==> src/rtl/alu_acc_bank.sv <==
// -----------------------------------------------------------------------------
// alu_acc_bank
//   Bank of NUM_ACC independent WIDTH-bit accumulators driven by one ALU.
//   Operations are accepted over a valid/ready handshake. Single-cycle ops
//   update the selected accumulator and the flags at the accepting edge. MUL
//   uses an unsigned shift-add multiplier: one step per cycle, WIDTH steps.
//
// Ports
//   clk       in   clock, all state changes on posedge
//   rst       in   synchronous active-high reset (aborts a running MUL)
//   in_valid  in   op/acc_sel/in are valid this cycle
//   in_ready  out  an op can be accepted this cycle (low while MUL runs)
//   op        in   opcode
//   acc_sel   in   target accumulator index
//   in        in   operand B
//   rd_sel    in   read-port index
//   rd_data   out  combinational read of acc[rd_sel]
//   flags     out  {carry, zero, overflow, sign} of the last completed op
//   busy      out  MUL in progress (always ~in_ready)
//   done      out  one-cycle pulse after the edge at which an op completed
// -----------------------------------------------------------------------------
module alu_acc_bank #(
    parameter int WIDTH   = 8,
    parameter int NUM_ACC = 4,
    localparam int SEL_W  = $clog2(NUM_ACC)
) (
    input  logic             clk,
    input  logic             rst,
    input  logic             in_valid,
    output logic             in_ready,
    input  logic [3:0]       op,
    input  logic [SEL_W-1:0] acc_sel,
    input  logic [WIDTH-1:0] in,
    input  logic [SEL_W-1:0] rd_sel,
    output logic [WIDTH-1:0] rd_data,
    output logic [3:0]       flags,
    output logic             busy,
    output logic             done
);

    localparam int CNT_W = $clog2(WIDTH + 1);

    localparam logic [3:0] OP_HOLD  = 4'd0;
    localparam logic [3:0] OP_CLEAR = 4'd1;
    localparam logic [3:0] OP_ADD   = 4'd2;
    localparam logic [3:0] OP_SUB   = 4'd3;
    localparam logic [3:0] OP_AND   = 4'd4;
    localparam logic [3:0] OP_NEG   = 4'd5;
    localparam logic [3:0] OP_NOT   = 4'd6;
    localparam logic [3:0] OP_XOR   = 4'd7;
    localparam logic [3:0] OP_OR    = 4'd8;
    localparam logic [3:0] OP_LOAD  = 4'd9;
    localparam logic [3:0] OP_SHL   = 4'd10;
    localparam logic [3:0] OP_SHR   = 4'd11;
    localparam logic [3:0] OP_MUL   = 4'd12;

    typedef enum logic [0:0] {
        ST_IDLE    = 1'b0,
        ST_MUL_RUN = 1'b1
    } state_t;

    state_t                 state_q,   state_d;
    logic [WIDTH-1:0]       acc_q      [NUM_ACC];
    logic [WIDTH-1:0]       acc_d      [NUM_ACC];
    logic [3:0]             flags_q,   flags_d;
    logic                   done_q,    done_d;
    logic [2*WIDTH-1:0]     mcand_q,   mcand_d;
    logic [WIDTH-1:0]       mplier_q,  mplier_d;
    logic [2*WIDTH-1:0]     prod_q,    prod_d;
    logic [CNT_W-1:0]       cnt_q,     cnt_d;
    logic [SEL_W-1:0]       mul_sel_q, mul_sel_d;

    logic [WIDTH-1:0]       a_s;
    logic [WIDTH-1:0]       res_s;
    logic                   carry_s;
    logic                   ovf_s;
    logic                   accept_s;
    logic [2*WIDTH-1:0]     mul_sum_s;

    assign a_s      = acc_q[acc_sel];
    assign in_ready = (state_q == ST_IDLE);
    assign busy     = ~in_ready;
    assign accept_s = in_valid & in_ready;
    assign rd_data  = acc_q[rd_sel];
    assign flags    = flags_q;
    assign done     = done_q;

    // Single-cycle ALU: result plus carry/overflow for the selected accumulator.
    always_comb begin
        res_s   = a_s;
        carry_s = 1'b0;
        ovf_s   = 1'b0;
        case (op)
            OP_HOLD:  res_s = a_s;
            OP_CLEAR: res_s = {WIDTH{1'b0}};
            OP_ADD: begin
                {carry_s, res_s} = {1'b0, a_s} + {1'b0, in};
                ovf_s = (a_s[WIDTH-1] == in[WIDTH-1]) & (res_s[WIDTH-1] != a_s[WIDTH-1]);
            end
            OP_SUB: begin
                res_s   = a_s - in;
                carry_s = (a_s < in);
                ovf_s   = (a_s[WIDTH-1] != in[WIDTH-1]) & (res_s[WIDTH-1] != a_s[WIDTH-1]);
            end
            OP_AND:   res_s = a_s & in;
            OP_NEG:   res_s = {WIDTH{1'b0}} - a_s;
            OP_NOT:   res_s = ~a_s;
            OP_XOR:   res_s = a_s ^ in;
            OP_OR:    res_s = a_s | in;
            OP_LOAD:  res_s = in;
            OP_SHL: begin
                res_s   = {a_s[WIDTH-2:0], 1'b0};
                carry_s = a_s[WIDTH-1];
                ovf_s   = a_s[WIDTH-1] ^ a_s[WIDTH-2];
            end
            OP_SHR: begin
                res_s   = {a_s[WIDTH-1], a_s[WIDTH-1:1]};
                carry_s = a_s[0];
            end
            // MUL goes through the sequential path; reserved codes hold.
            default:  res_s = a_s;
        endcase
    end

    // One shift-add step: add the shifted multiplicand when the multiplier LSB is set.
    always_comb begin
        if (mplier_q[0]) begin
            mul_sum_s = prod_q + mcand_q;
        end else begin
            mul_sum_s = prod_q;
        end
    end

    // Next-state logic for the FSM, accumulators, flags and multiplier datapath.
    always_comb begin
        state_d   = state_q;
        acc_d     = acc_q;
        flags_d   = flags_q;
        done_d    = 1'b0;
        mcand_d   = mcand_q;
        mplier_d  = mplier_q;
        prod_d    = prod_q;
        cnt_d     = cnt_q;
        mul_sel_d = mul_sel_q;
        case (state_q)
            ST_IDLE: begin
                if (accept_s) begin
                    if (op == OP_MUL) begin
                        mcand_d   = {{WIDTH{1'b0}}, a_s};
                        mplier_d  = in;
                        prod_d    = {(2*WIDTH){1'b0}};
                        cnt_d     = {CNT_W{1'b0}};
                        mul_sel_d = acc_sel;
                        state_d   = ST_MUL_RUN;
                    end else begin
                        acc_d[acc_sel] = res_s;
                        flags_d = {carry_s, (res_s == {WIDTH{1'b0}}), ovf_s, res_s[WIDTH-1]};
                        done_d  = 1'b1;
                    end
                end else begin
                    state_d = ST_IDLE;
                end
            end
            ST_MUL_RUN: begin
                prod_d   = mul_sum_s;
                mcand_d  = {mcand_q[2*WIDTH-2:0], 1'b0};
                mplier_d = {1'b0, mplier_q[WIDTH-1:1]};
                cnt_d    = cnt_q + {{(CNT_W-1){1'b0}}, 1'b1};
                // The last step's sum is written directly so the result lands
                // exactly WIDTH edges after the accept.
                if (cnt_q == CNT_W'(WIDTH - 1)) begin
                    acc_d[mul_sel_q] = mul_sum_s[WIDTH-1:0];
                    flags_d = {(|mul_sum_s[2*WIDTH-1:WIDTH]),
                               (mul_sum_s[WIDTH-1:0] == {WIDTH{1'b0}}),
                               1'b0,
                               mul_sum_s[WIDTH-1]};
                    done_d  = 1'b1;
                    state_d = ST_IDLE;
                end else begin
                    state_d = ST_MUL_RUN;
                end
            end
            default: begin
                state_d = ST_IDLE;
            end
        endcase
    end

    // State registers with synchronous reset that also aborts a running MUL.
    always_ff @(posedge clk) begin
        if (rst) begin
            state_q   <= ST_IDLE;
            for (int i = 0; i < NUM_ACC; i++) begin
                acc_q[i] <= {WIDTH{1'b0}};
            end
            flags_q   <= 4'd0;
            done_q    <= 1'b0;
            mcand_q   <= {(2*WIDTH){1'b0}};
            mplier_q  <= {WIDTH{1'b0}};
            prod_q    <= {(2*WIDTH){1'b0}};
            cnt_q     <= {CNT_W{1'b0}};
            mul_sel_q <= {SEL_W{1'b0}};
        end else begin
            state_q   <= state_d;
            acc_q     <= acc_d;
            flags_q   <= flags_d;
            done_q    <= done_d;
            mcand_q   <= mcand_d;
            mplier_q  <= mplier_d;
            prod_q    <= prod_d;
            cnt_q     <= cnt_d;
            mul_sel_q <= mul_sel_d;
        end
    end

endmodule

==> config.mk <==
export PLATFORM = sky130hd
export DESIGN_NAME = alu_acc_bank
export DESIGN_NICKNAME = d
export VERILOG_FILES = /design/src/rtl/alu_acc_bank.sv
export SDC_FILE = /design/constraint.sdc
export NUM_CORES = 1
export LEC_CHECK = 0
export CAP_MARGIN = 20
export CORE_MARGIN = 2
export CORE_UTILIZATION = 35
export DETAILED_ROUTE_END_ITERATION = 7
export SETUP_SLACK_MARGIN = 0.05
export SLEW_MARGIN = 10
export SYNTH_ARGS = -nofsm -noshare
export SYNTH_HDL_FRONTEND = slang
export SYNTH_SLANG_ARGS = --single-unit
==> constraint.sdc <==
create_clock -name clk -period 4.55 [get_ports clk]
set_clock_uncertainty 0.15 [all_clocks]
set_input_delay 0.455 -clock clk [delete_from_list [all_inputs] [get_ports clk]]
set_output_delay 0.455 -clock clk [all_outputs]
set_load 0.05 [all_outputs]
# [Word-level counts from Yosys, hierarchy flattened]
# Index checks and enable logic that the tools add are counted.
[totals] register_bits=84 latchBits=0 ramBits=0 rom_bits=0 in_bits=19 elab_cells=108 mem_count=0
[classes] n_addsub=5 n_mul=0 n_div=0 n_lt_le_gt_ge=6 n_eq_ne=21 shift=0 n_mux=44 n_bitwise=12 n_reduce_logical=8
[ops] operator="$mux 32" count=3
[ops] operator="$pmux 8 s11" count=1
[ops] operator="$mux 16" count=5
[ops] operator="$bwmux 32" count=2
[ops] operator="$mux 8" count=8
[ops] operator="$pmux 16 s2" count=2
[ops] operator="$pmux 32 s2" count=1
[ops] operator="$bmux 8 s2" count=2
[ops] operator="$demux 8 s2" count=2
[ops] operator="$eq 4x3->1 const B" count=5
[ops] operator="$eq 4x4->1 const B" count=5
[ops] operator="$mux 4" count=5
[ops] operator="$add 16x16->16" count=1
[ops] operator="$logic_not 8->1" count=2
[ops] operator="$pmux 4 s2" count=2
[ops] operator="$pmux 8 s2" count=1
[ops] operator="$add 8x8->9" count=1
[ops] operator="$ge 3x3->1 const B" count=3
[ops] operator="$not 2->3" count=3
[ops] operator="$and 8x8->8" count=1
[ops] operator="$eq 4x2->1 const B" count=2
[ops] operator="$lt 8x8->1" count=1
[ops] operator="$not 8->8" count=1
[ops] operator="$or 8x8->8" count=1
[ops] operator="other kinds (21)" count=36

# [Longest topological paths before layout]
# Gate-level depths: netlist (run 1).
[depth] depth_word=11 mapped_depth=14

# [Least setup slack after synthesis (run 1)]
# No wires, ideal clock.
[synth_path] path_kind="input to register" startpoint="in acc_sel[1]" endpoint="reg acc_q[6] (netlist bit)" setup_time_ps=130 t_arrival_ps=3324 t_required_ps=4270 setup_slack_ps=946 cell_stages=14 cell_sequence="buf_4 > mux4_2 > buf_2 > inv_1 > ha_1 > fa_1 > or3_1 > a31oi_1 > mux2_1 > a32oi_1 > a31oi_1 > o21ai_2 > o221a_1 > nor3_2"
[synth_via] elab_chain_cells=10 elab_cells_between_ends=21 cone_classes="add/sub: 3; order compare: 2; mux: 10; bitwise: 5; reduce/logical: 1"
[synth_lines] element="start: declaration" line_no="32" text="input logic [SEL_W-1:0] acc_sel,"
[synth_lines] element="$not 2->3 (implied by the code) *" line_no="80, 156"
[synth_lines] element="$bmux 8 s2" line_no="80" text="assign a_s = acc_q[acc_sel];"
[synth_lines] element="$mux 8 (implied by the code) (2 in a row)" line_no="80"
[synth_lines] element="$sub 1x8->8, or another cell as far along" line_no="106" text="OP_NEG: res_s = {WIDTH{1'b0}} - a_s;"
[synth_lines] element="$pmux 8 s11" line_no="93" text="case (op)"
[synth_lines] element="$bwmux 32 *" line_no="156" text="acc_d[acc_sel] = res_s;"
[synth_lines] element="$mux 32 *" line_no="148" text="if (op == OP_MUL) begin"
[synth_lines] element="$mux 32 *" line_no="147" text="if (accept_s) begin"
[synth_lines] element="$pmux 32 s2 *" line_no="145" text="case (state_q)"
[synth_lines] element="end signal: indexed assignment" line_no="194" text="acc_q[i] <= {WIDTH{1'b0}};"
[synth_lines] element="end: declaration" line_no="63" text="logic [WIDTH-1:0] acc_q [NUM_ACC];"
# Mark *: on every way between the ends. The rest lies on a longest branch, timed or not. The select of a mux whose other input is x is not followed.
# A chain may end at the register's enable or synchronous reset.

# [Final worst setup path (run 1)]
# Ends and elaborated chain as after synthesis.

==> run_results.csv, run 1 <==
group,metric,value,unit
status,status,"complete, no violations",
sta,min_period_over_period,91.4,%
finish,finalNetCount,955,
clocking,cts_max_level,3,
sta,finalHoldViolCount,0,
yosys,yosys_warnings,0,
yosys,synth_edf_count,0,
power_and_ir_drop,irDropWorstVdd,124,uV
route,viasPerCell,5.86,
setup_path,arrival,4.23,ns
floorplanning,core,0.0188,mm2
placement,post-place-ws,0.0927,ns
flow_run,cap_viol_max_count,0,
global_route,gr-usage-all-layers,22.0,%
placement,io_buffers,33,
finish,fin_util,41.1,%
route,drt-wirelength-per-cell,19.2,um
clocking,cts_resized,0,
min_path,hold_start,"flags[1]$_SDFFE_PP0P_",
route,first_iter_violations,649,
route,postRouteAntennaNets,0,
yosys,synth_seq_cells,84,
floorplanning,ios,34,
sta,finalSetupTns,0,ns
sta,finalWorstSetupSlack,0.390,ns
yosys,synth.cell_area,0.00675,mm2
route,num_vias,6747,
setup_path,critical_path.slowest_cell,"clkdlybuf4s50_1",
sta,grt_setup_unrepaired,"no",
setup_path,reg2reg_from,"acc_q[0]$_SDFFE_PP0P_",
clocking,root_buffer,"clkbuf_16",
clocking,cts_setup_buffers,0,
floorplanning,dieArea,0.0204,mm2
yosys,ys_types,85,
finish,final_cell_mix,"nor2_1 (132), a21oi_1 (85), dfxtp_1 (83)",
sta,finalCriticalPeriod,4.16,ns
sta,setup-violations-final,0,
power_and_ir_drop,power,1.82,mW
global_route,grt_pass1_wl,35300,um
finish,num-fill-cells,1934,
finish,multi_input_area,0.00468,mm2
sta,timing.fmax,240,MHz
min_path,min_path_cells,2,
yosys,synth_flop_cell,"dfxtp_1",
clocking,clk_pin_slew,0.06,ns
clocking,cts_tree,"yes",
route,route.detailed.drc,0,
global_route,grt_max_degree,46,
setup_path,end_kind,"flip-flop",
global_route,antenna_found_initial,0,
sta,worstMarginPinSlew,1.02,ns
setup_path,reg2reg_slack,0.92,ns
setup_path,worstSetupPathType,"input pin to flip-flop",
finish,drive_above_1_share,10.8,%
placement,dp_hpwl,16300,um
finish,area_growth,14.7,%
clocking,hold_buffers,0,
floorplanning,die_h,143,um
yosys,seq_area_frac_synth,24.9,%
power_and_ir_drop,leakage,2.97,nW
placement,finalWeightedCongestion,0.992,
finish,final_common_cell,"nor2_1",
floorplanning,chipWidth,143,um
power_and_ir_drop,powerDensity,234,mW/mm2
setup_path,cpPeakStageDelay,0.67,ns
floorplanning,num_rows,50,
yosys,netlist_instances,860,
finish,antenna_cells,0,
clocking,clock-sinks,84,
global_route,overflow,0,
clocking,clkLatencyLatePin,0.35,ns
clocking,numCtsBuffers,9,
yosys,avgSynthCellArea,7.85,um2
yosys,async_reset_ff_share,0,%
clocking,clock_path_buffers,2,
min_path,hold_path_class,"flip-flop to flip-flop",
setup_path,required,4.62,ns
route,wirelength,22100,um
sta,max-slew-margin-rel,31.8,%
setup_path,timing.rr.end,"acc_q[6]$_SDFFE_PP0P_",
yosys,syn_nets,928,
min_path,hold_path_end,"flags[1]$_SDFFE_PP0P_",
setup_path,critPathMaxFanout,8,
setup_path,ff2ff_path_depth,12,
setup_path,crit_chain,"clkdlybuf4s50_1 -> buf_4 -> mux4_2 -> inv_2 -> ha_1 -> inv_1 -> a211oi_1 -> or3_1 -> a32oi_1 -> a31oi_1 -> o21ai_2 -> o221a_1 -> nor3_2",
finish,regArea,0.00168,mm2
sta,drv_slew,0,
global_route,grt_pass1_vias,6290,
floorplanning,initial_core_util,35.9,%
route,first_pass_iters,7,
setup_path,critPathLaunchType,"input pin",
final cells by class:
type                       count  area share [%]
tap                          260            4.20
multi-input combinational    682            60.5
sequential                    84            21.7
clock inverter                 2           0.129
clock buffer                  14            3.28
inverter                      31            1.50
timing repair buffer          79            8.66
state kept, by name, indices dropped and copies added, names as in the netlist, 2 cells and up:
register	flops
mul_sel_q	2
acc_q	32
mplier_q	8
flags	4
mcand_q	16
cnt_q	4
prod_q	16
per-stage QoR:
| step | area [um2] | cells | hold slack, ns |
|---|---|---|---|
| after floorplan | 6750 | 860 | 0.294 |
| after global placement | 7480 | 1136 | 0.300 |
| after detailed placement | 7480 | 1136 | 0.301 |
| after CTS | 7740 | 1152 | 0.314 |
| after global routing | 7740 | 1152 | 0.344 |
| final | 7740 | 1152 | 0.314 |
logic make-up (layout without fill, tap and decap cells):
group                      Yosys count  count (layout)  synth area share, %
muxes                               28              28                 7.23
xor gates and xnor gates            19              19                 2.67
DFF                                 84              84                 24.9
and+or+nand+nor                    324             324                 23.4
buffers and inverters               94             126                 5.82
adders and majority gates           49              49                 9.41
AOI/OAI and AO/OA                  262             262                 26.6
how the worst max path moves through the flow:
stage | startpoint | to | slack [ns] | cells after the start
after floorplan | acc_sel[1] | acc_q[6]$_SDFFE_PP0P_ | 0.95 | 14
after global routing | acc_sel[0] | acc_q[6]$_SDFFE_PP0P_ | 0.20 | 13
after global placement | acc_sel[1] | acc_q[6]$_SDFFE_PP0P_ | 0.16 | 13
after detailed placement | acc_sel[1] | acc_q[6]$_SDFFE_PP0P_ | 0.09 | 13
final | acc_sel[1] | acc_q[6]$_SDFFE_PP0P_ | 0.39 | 13
after CTS | acc_sel[1] | acc_q[6]$_SDFFE_PP0P_ | 0.45 | 13
cells in the mapped netlist (3+ instances only):
cell type	n	area, um2
nor2_1	132	495
a21oi_1	85	425
or4_1	3	22.5
a211oi_1	8	60.1
o22ai_1	23	144
xor2_1	6	52.6
nor2b_1	10	62.6
buf_1	7	26.3
mux2i_1	9	90.1
a31oi_1	17	106
o21ai_0	21	105
nor3_1	31	155
nand3_1	21	105
mux4_2	15	338
buf_6	3	33.8
dfxtp_1	84	1680
a221o_1	3	30.0
buf_2	11	55.1
or2_1	4	25.0
fa_1	3	60.1
and3_1	13	81.3
a32o_1	3	30.0
a2111oi_0	3	26.3
nand4_1	6	37.5
a21o_1	7	52.6
a221oi_1	7	61.3
clkbuf_1	41	154
nand2b_1	5	31.3
xnor2_1	12	105
nand3b_1	5	37.5
o311ai_0	3	26.3
o221a_1	8	90.1
or3_1	8	50.1
ha_1	46	576
a22oi_1	27	203
inv_1	30	113
nor4_1	8	50.1
a2bb2oi_1	5	43.8
nand2_1	53	199
or2_2	4	25.0
o21bai_1	5	37.5
and4_1	4	35.0
worst max-delay path, delay by kind of cell:
family	cells	cell delay (ns)
simple gates	2	0.42
fa+ha+maj	1	0.32
mux	1	0.59
buf+inv	4	1.31
compound gates	5	1.14
power by group:
part	switching [mW]	internal (mW)
registers	0.0114	0.747
logic	0.231	0.142
clock network	0.300	0.384
total	0.542	1.27
layer usage:
layer	vias up	part of all wire, %	GRT usage, %
li1	3250	-	-
met1	3189	46	31.4
met2	273	45	34.2
met3	35	6.8	3.32
met4	0	2.1	6.77
met5	-	0	0
No activity file was read; power rests on OpenSTA's default activity.
==> run 2, diff against run 1 <==
--- a/config.mk
+++ b/config.mk
@@ -9,7 +9,7 @@
 export CORE_MARGIN = 2
 export CORE_UTILIZATION = 35
 export DETAILED_ROUTE_END_ITERATION = 7
-export SETUP_SLACK_MARGIN = 0.05
+export SETUP_SLACK_MARGIN = 0.3
 export SLEW_MARGIN = 10
 export SYNTH_ARGS = -nofsm -noshare
 export SYNTH_HDL_FRONTEND = slang
==> run_results.csv, run 2 (same netlist as run 1, synthesis figures left out) <==
group,metric,value,unit
setup_path,ff2ff_path_depth,12,
finish,finalNetCount,955,
placement,finalWeightedCongestion,0.992,
status,status,"complete, no violations",
power_and_ir_drop,powerDensity,234,mW/mm2
setup_path,end_kind,"flip-flop",
clocking,cts_resized,0,
sta,finalSetupTns,0,ns
sta,setup-violations-final,0,
route,first_pass_iters,5,
route,first_iter_violations,631,
power_and_ir_drop,p_seq_share,41.8,%
power_and_ir_drop,leakage,2.98,nW
sta,holdWs,0.315,ns
sta,max-slew-margin-rel,31.7,%
setup_path,timing.rr.end,"acc_q[6]$_SDFFE_PP0P_",
floorplanning,ios,34,
finish,final_cell_mix,"nor2_1 (132), a21oi_1 (85), dfxtp_1 (83)",
floorplanning,initial_core_util,35.9,%
route,postRouteAntennaNets,0,
min_path,hold_path_class,"flip-flop to flip-flop",
floorplanning,core,0.0188,mm2
global_route,grt_max_degree,46,
power_and_ir_drop,p_sw,0.542,mW
finish,drive_above_1_share,10.8,%
finish,reg_top3,"acc_q: 32 flops, mcand_q: 16 flops, prod_q: 16 flops",
clocking,cts_setup_buffers,0,
route,wirelength,22200,um
setup_path,critical_path.slowest_cell,"mux4_2",
floorplanning,num_rows,50,
setup_path,crit_chain,"dlymetal6s2s_1 -> buf_4 -> mux4_2 -> inv_2 -> ha_1 -> inv_1 -> a211oi_1 -> or3_1 -> a32oi_1 -> a31oi_1 -> o21ai_2 -> o221a_1 -> nor3_2",
placement,dp_hpwl,16300,um
global_route,grt_pass1_wl,35300,um
power_and_ir_drop,irDropWorstVdd,125,uV
global_route,overflow,0,
route,viasPerCell,5.87,
power_and_ir_drop,pwr-share-comb,20.6,%
floorplanning,die_h,143,um
clocking,root_buffer,"clkbuf_16",
floorplanning,dieArea,0.0204,mm2
sta,worstMarginPinSlew,1.02,ns
placement,io_buffers,33,
finish,final_common_cell,"nor2_1",
sta,timing.fmax,263,MHz
setup_path,reg2reg_from,"acc_q[8]$_SDFFE_PP0P_",
min_path,min_path_cells,2,
setup_path,reg2reg_slack,0.91,ns
global_route,grt_pass1_vias,6290,
global_route,gr-usage-all-layers,22.0,%
clocking,clk_pin_slew,0.06,ns
clocking,cts_tree,"yes",
flow_run,cap_viol_max_count,0,
finish,largest_register_ffs,32,
clocking,clock_path_buffers,2,
route,route.detailed.drc,0,
clocking,cts_max_level,3,
finish,regMostFlops,"acc_q",
min_path,hold_start,"flags[1]$_SDFFE_PP0P_",
setup_path,required,4.62,ns
sta,finalCriticalPeriod,3.80,ns
sta,finalHoldViolCount,0,
clocking,clock-sinks,84,
setup_path,critPathMaxFanout,8,
finish,area_growth,14.7,%
setup_path,worstSetupPathType,"input pin to flip-flop",
sta,grt_setup_unrepaired,"no",
sta,min_period_over_period,83.4,%
setup_path,critPathLaunchType,"input pin",
route,drt-wirelength-per-cell,19.2,um
clocking,numCtsBuffers,9,
floorplanning,chipWidth,143,um
global_route,antenna_found_initial,0,
power_and_ir_drop,p_int,1.27,mW
finish,antenna_cells,0,
power_and_ir_drop,p_sw_share,29.9,%
clocking,clkLatencyLatePin,0.35,ns
sta,drv_slew,0,
setup_path,cpPeakStageDelay,0.59,ns
setup_path,arrival,3.87,ns
finish,num-fill-cells,1932,
clocking,hold_buffers,0,
min_path,hold_path_end,"flags[1]$_SDFFE_PP0P_",
route,num_vias,6763,
power_and_ir_drop,clockPowerShare,37.7,%
[run 2: cell types whose count changed in the layout (fill, tap and decap cells not counted)]
cell,previous run,this run
clkdlybuf4s50_1,32,30
dlymetal6s2s_1,0,2
[run 2: cell type report]
class / count / area [um2] / share of cell area, %
clock inverter: 2 / 10.0 / 0.129
tap: 260 / 325 / 4.20
inverter: 31 / 116 / 1.50
timing repair buffer: 79 / 676 / 8.72
multi-input combinational: 682 / 4680 / 60.4
clock buffer: 14 / 254 / 3.28
sequential: 84 / 1680 / 21.7
[run 2: metrics by stage]
stage | cells | area, um2 | setup slack [ns] | power [mW] | utilization (%)
final | 1152 | 7750 | 0.754 | 1.82 | 41.1
after global placement | 1136 | 7480 | 0.164 | 1.14 | 39.7
after global routing | 1152 | 7750 | 0.603 | 1.89 | 41.1
after detailed placement | 1136 | 7480 | 0.0927 | 1.14 | 39.7
after CTS | 1152 | 7740 | 0.447 | 1.82 | 41.1
after floorplan | 860 | 6750 | 0.946 | 1.01 | -
[run 2: worst max-delay path: cells and delay by family]
family          cells  cell delay (ns)
compound gates      5             1.14
fa+ha+maj           1             0.32
buf+inv             4             0.94
mux                 1             0.59
simple gates        2             0.41
[run 2: worst max path at each step]
stage | end | depth (start not counted) | from
floorplan | acc_q[6]$_SDFFE_PP0P_ | 14 | acc_sel[1]
global placement | acc_q[6]$_SDFFE_PP0P_ | 13 | acc_sel[1]
detailed placement | acc_q[6]$_SDFFE_PP0P_ | 13 | acc_sel[1]
CTS | acc_q[6]$_SDFFE_PP0P_ | 13 | acc_sel[1]
global route | acc_q[6]$_SDFFE_PP0P_ | 13 | acc_sel[0]
finish | acc_q[6]$_SDFFE_PP0P_ | 13 | acc_sel[1]
[run 2: power groups by stage]
stage / clock network, mW / logic [mW] / registers, mW
2_1_floorplan: 0 / 0.233 / 0.779
3_3_place_gp: 0 / 0.367 / 0.774
3_5_place_dp: 0 / 0.365 / 0.775
4_1_cts: 0.696 / 0.367 / 0.758
5_1_grt: 0.725 / 0.403 / 0.759
6_report: 0.684 / 0.373 / 0.758
[run 2: routing by layer]
layer	routed length, um	vias to the layer above	track usage, %
met4	460	0	6.77
met2	9990	277	34.2
met5	0	-	0
met3	1600	34	3.32
met1	10100	3199	31.4
li1	-	3253	-
==> run 3, diff against run 2 <==
==> constraint.sdc (replaced) <==
create_clock -name clk -period 3.04 [get_ports clk]
set_clock_uncertainty 0.15 [all_clocks]
set_input_delay 0.304 -clock clk [delete_from_list [all_inputs] [get_ports clk]]
set_output_delay 0.304 -clock clk [all_outputs]
set_load 0.05 [all_outputs]
==> run_results.csv, run 3 (same netlist as run 1, synthesis figures left out) <==
group,metric,value,unit
setup_path,arrival,3.37,ns
sta,timing.fmax,303,MHz
floorplanning,ios,34,
setup_path,end_kind,"flip-flop",
sta,max-slew-margin-rel,47.5,%
finish,final_common_cell,"buf_4",
setup_path,worstSetupPathType,"flip-flop to flip-flop",
status,status,"complete, but fails checks",
floorplanning,num_rows,50,
sta,min_period_over_period,108,%
route,viasPerCell,5.78,
power_and_ir_drop,powerDensity,324,mW/mm2
sta,setup-violations-final,20,
clocking,cts_max_level,3,
global_route,overflow,0,
route,top_layer_used,"met4",
setup_path,required,3.11,ns
route,wirelength,24400,um
clocking,clk_pin_slew,0.06,ns
finish,fin_area,0.00926,mm2
route,num_vias,7423,
finish,drive_above_1_share,30.6,%
power_and_ir_drop,p_int,2.11,mW
flow_run,cap_viol_max_count,0,
floorplanning,initial_core_util,35.9,%
route,drt-wirelength-per-cell,19.0,um
global_route,grt_pass1_vias,6994,
clocking,clkLatencyLatePin,0.35,ns
global_route,grt_max_degree,51,
route,dr_wl_met2,11000,um
clocking,numCtsBuffers,9,
placement,io_buffers,33,
floorplanning,die_h,143,um
setup_path,critPathBufInv,1,
clocking,clock_path_buffers,2,
sta,finalWorstSetupSlack,-0.258,ns
clocking,cts_tree,"yes",
route,first_pass_iters,6,
finish,largest_register_ffs,32,
setup_path,crit_chain,"mux4_2 -> inv_4 -> ha_4 -> fa_2 -> or3_4 -> a31oi_4 -> mux2_4 -> a32oi_2 -> a31oi_1 -> o21ai_2 -> o221a_1 -> nor3_1",
sta,worstMarginPinSlew,0.766,ns
finish,area_growth,37.1,%
min_path,hold_path_class,"input pin to flip-flop",
route,postRouteAntennaNets,0,
power_and_ir_drop,p_sw_share,29.5,%
finish,antenna_cells,0,
global_route,antenna_found_initial,0,
placement,finalWeightedCongestion,0.969,
finish,final_cell_mix,"buf_4 (174), nor2_1 (130), a21oi_1 (78)",
placement,dp_hpwl,17800,um
finish,finalNetCount,1088,
setup_path,cpPeakStageDelay,0.42,ns
power_and_ir_drop,irDropWorstVdd,311,uV
floorplanning,dieArea,0.0204,mm2
global_route,gr-usage-all-layers,24.1,%
clocking,root_buffer,"clkbuf_16",
sta,finalCriticalPeriod,3.30,ns
clocking,hold_buffers,0,
setup_path,critPathMaxFanout,5,
sta,grt_setup_unrepaired,"yes",
sta,finalHoldViolCount,0,
power_and_ir_drop,p_sw,0.886,mW
power_and_ir_drop,leakage,3.79,nW
route,wl_met1,10900,um
power_and_ir_drop,clockPowerShare,37.2,%
floorplanning,chipWidth,143,um
setup_path,critPathLaunchType,"flip-flop",
finish,regMostFlops,"acc_q",
status,failed_checks,"setup timing",
route,wl_met3,1890,um
route,first_iter_violations,758,
sta,finalSetupTns,-2.02,ns
placement,dpl_cell_area,0.00852,mm2
clocking,clock-sinks,84,
finish,reg_top3,"acc_q: 32 flops, mcand_q: 16 flops, prod_q: 16 flops",
route,route.detailed.drc,0,
power_and_ir_drop,pwr-share-comb,25.1,%
setup_path,critical_path.slowest_cell,"or3_4",
power_and_ir_drop,p_seq_share,37.7,%
setup_path,critPathTopFamily,"compound AO/OA/AOI/OAI gates",
global_route,grt_pass1_wl,38400,um
floorplanning,core,0.0188,mm2
sta,drv_slew,0,
[run 3: metal layers]
layer / up-vias / GRT usage [%]
li1: 3512 / -
met1: 3528 / 33.7
met2: 329 / 37.5
met3: 54 / 3.92
met4: 0 / 8.60
met5: - / 0
[run 3: timing repair]
action	CTS	global route
pin swaps	29	22
resized for setup	69	23
buffers inserted	12	3
setup endpoints to repair	36	42
[run 3: final timing paths]
kind | start | endpoint | slack [ns] | cells after the start
worst max-delay path | acc_q[8]$_SDFFE_PP0P_ | acc_q[22]$_SDFFE_PP0P_ | -0.26 | 12
worst min-delay path | acc_sel[1] | mul_sel_q[1]$_SDFFE_PP0P_ | 0.27 | 4
worst max register to register | acc_q[8]$_SDFFE_PP0P_ | acc_q[22]$_SDFFE_PP0P_ | -0.26 | 12
worst min register to register | flags[1]$_SDFFE_PP0P_ | flags[1]$_SDFFE_PP0P_ | 0.30 | 2
[run 3: stage by stage]
step	worst slack [ns]	std cells	hold slack, ns	total power, mW	utilization (%)
2_1_floorplan	-0.225	860	0.294	1.54	-
3_3_place_gp	-0.938	1254	0.301	1.82	45.2
3_5_place_dp	-0.974	1254	0.299	1.82	45.2
4_1_cts	-0.207	1282	0.267	2.98	48.5
5_1_grt	-0.336	1285	0.289	3.10	49.2
6_report	-0.258	1285	0.272	3.00	49.2
[run 3: final cells by class]
class	count	area [um2]
sequential	84	1690
multi-input combinational	682	5090
clock inverter	4	48.8
timing repair buffer	212	1720
inverter	31	131
tap	260	325
fill	1822	9570
clock buffer	12	246
[run 3: power by group through the flow]
| stage | registers [mW] | clock network, mW | logic, mW |
|---|---|---|---|
| after floorplan | 1.17 | 0 | 0.378 |
| after global placement | 1.15 | 0 | 0.668 |
| after global routing | 1.13 | 1.17 | 0.801 |
| final | 1.13 | 1.11 | 0.753 |
| after detailed placement | 1.15 | 0 | 0.668 |
| after CTS | 1.13 | 1.13 | 0.718 |
[run 3: worst min-delay path, cell delays in order]
cell     delay [ns]
buf_4          0.14
buf_4          0.17
nand2_1        0.06
a21oi_1        0.05
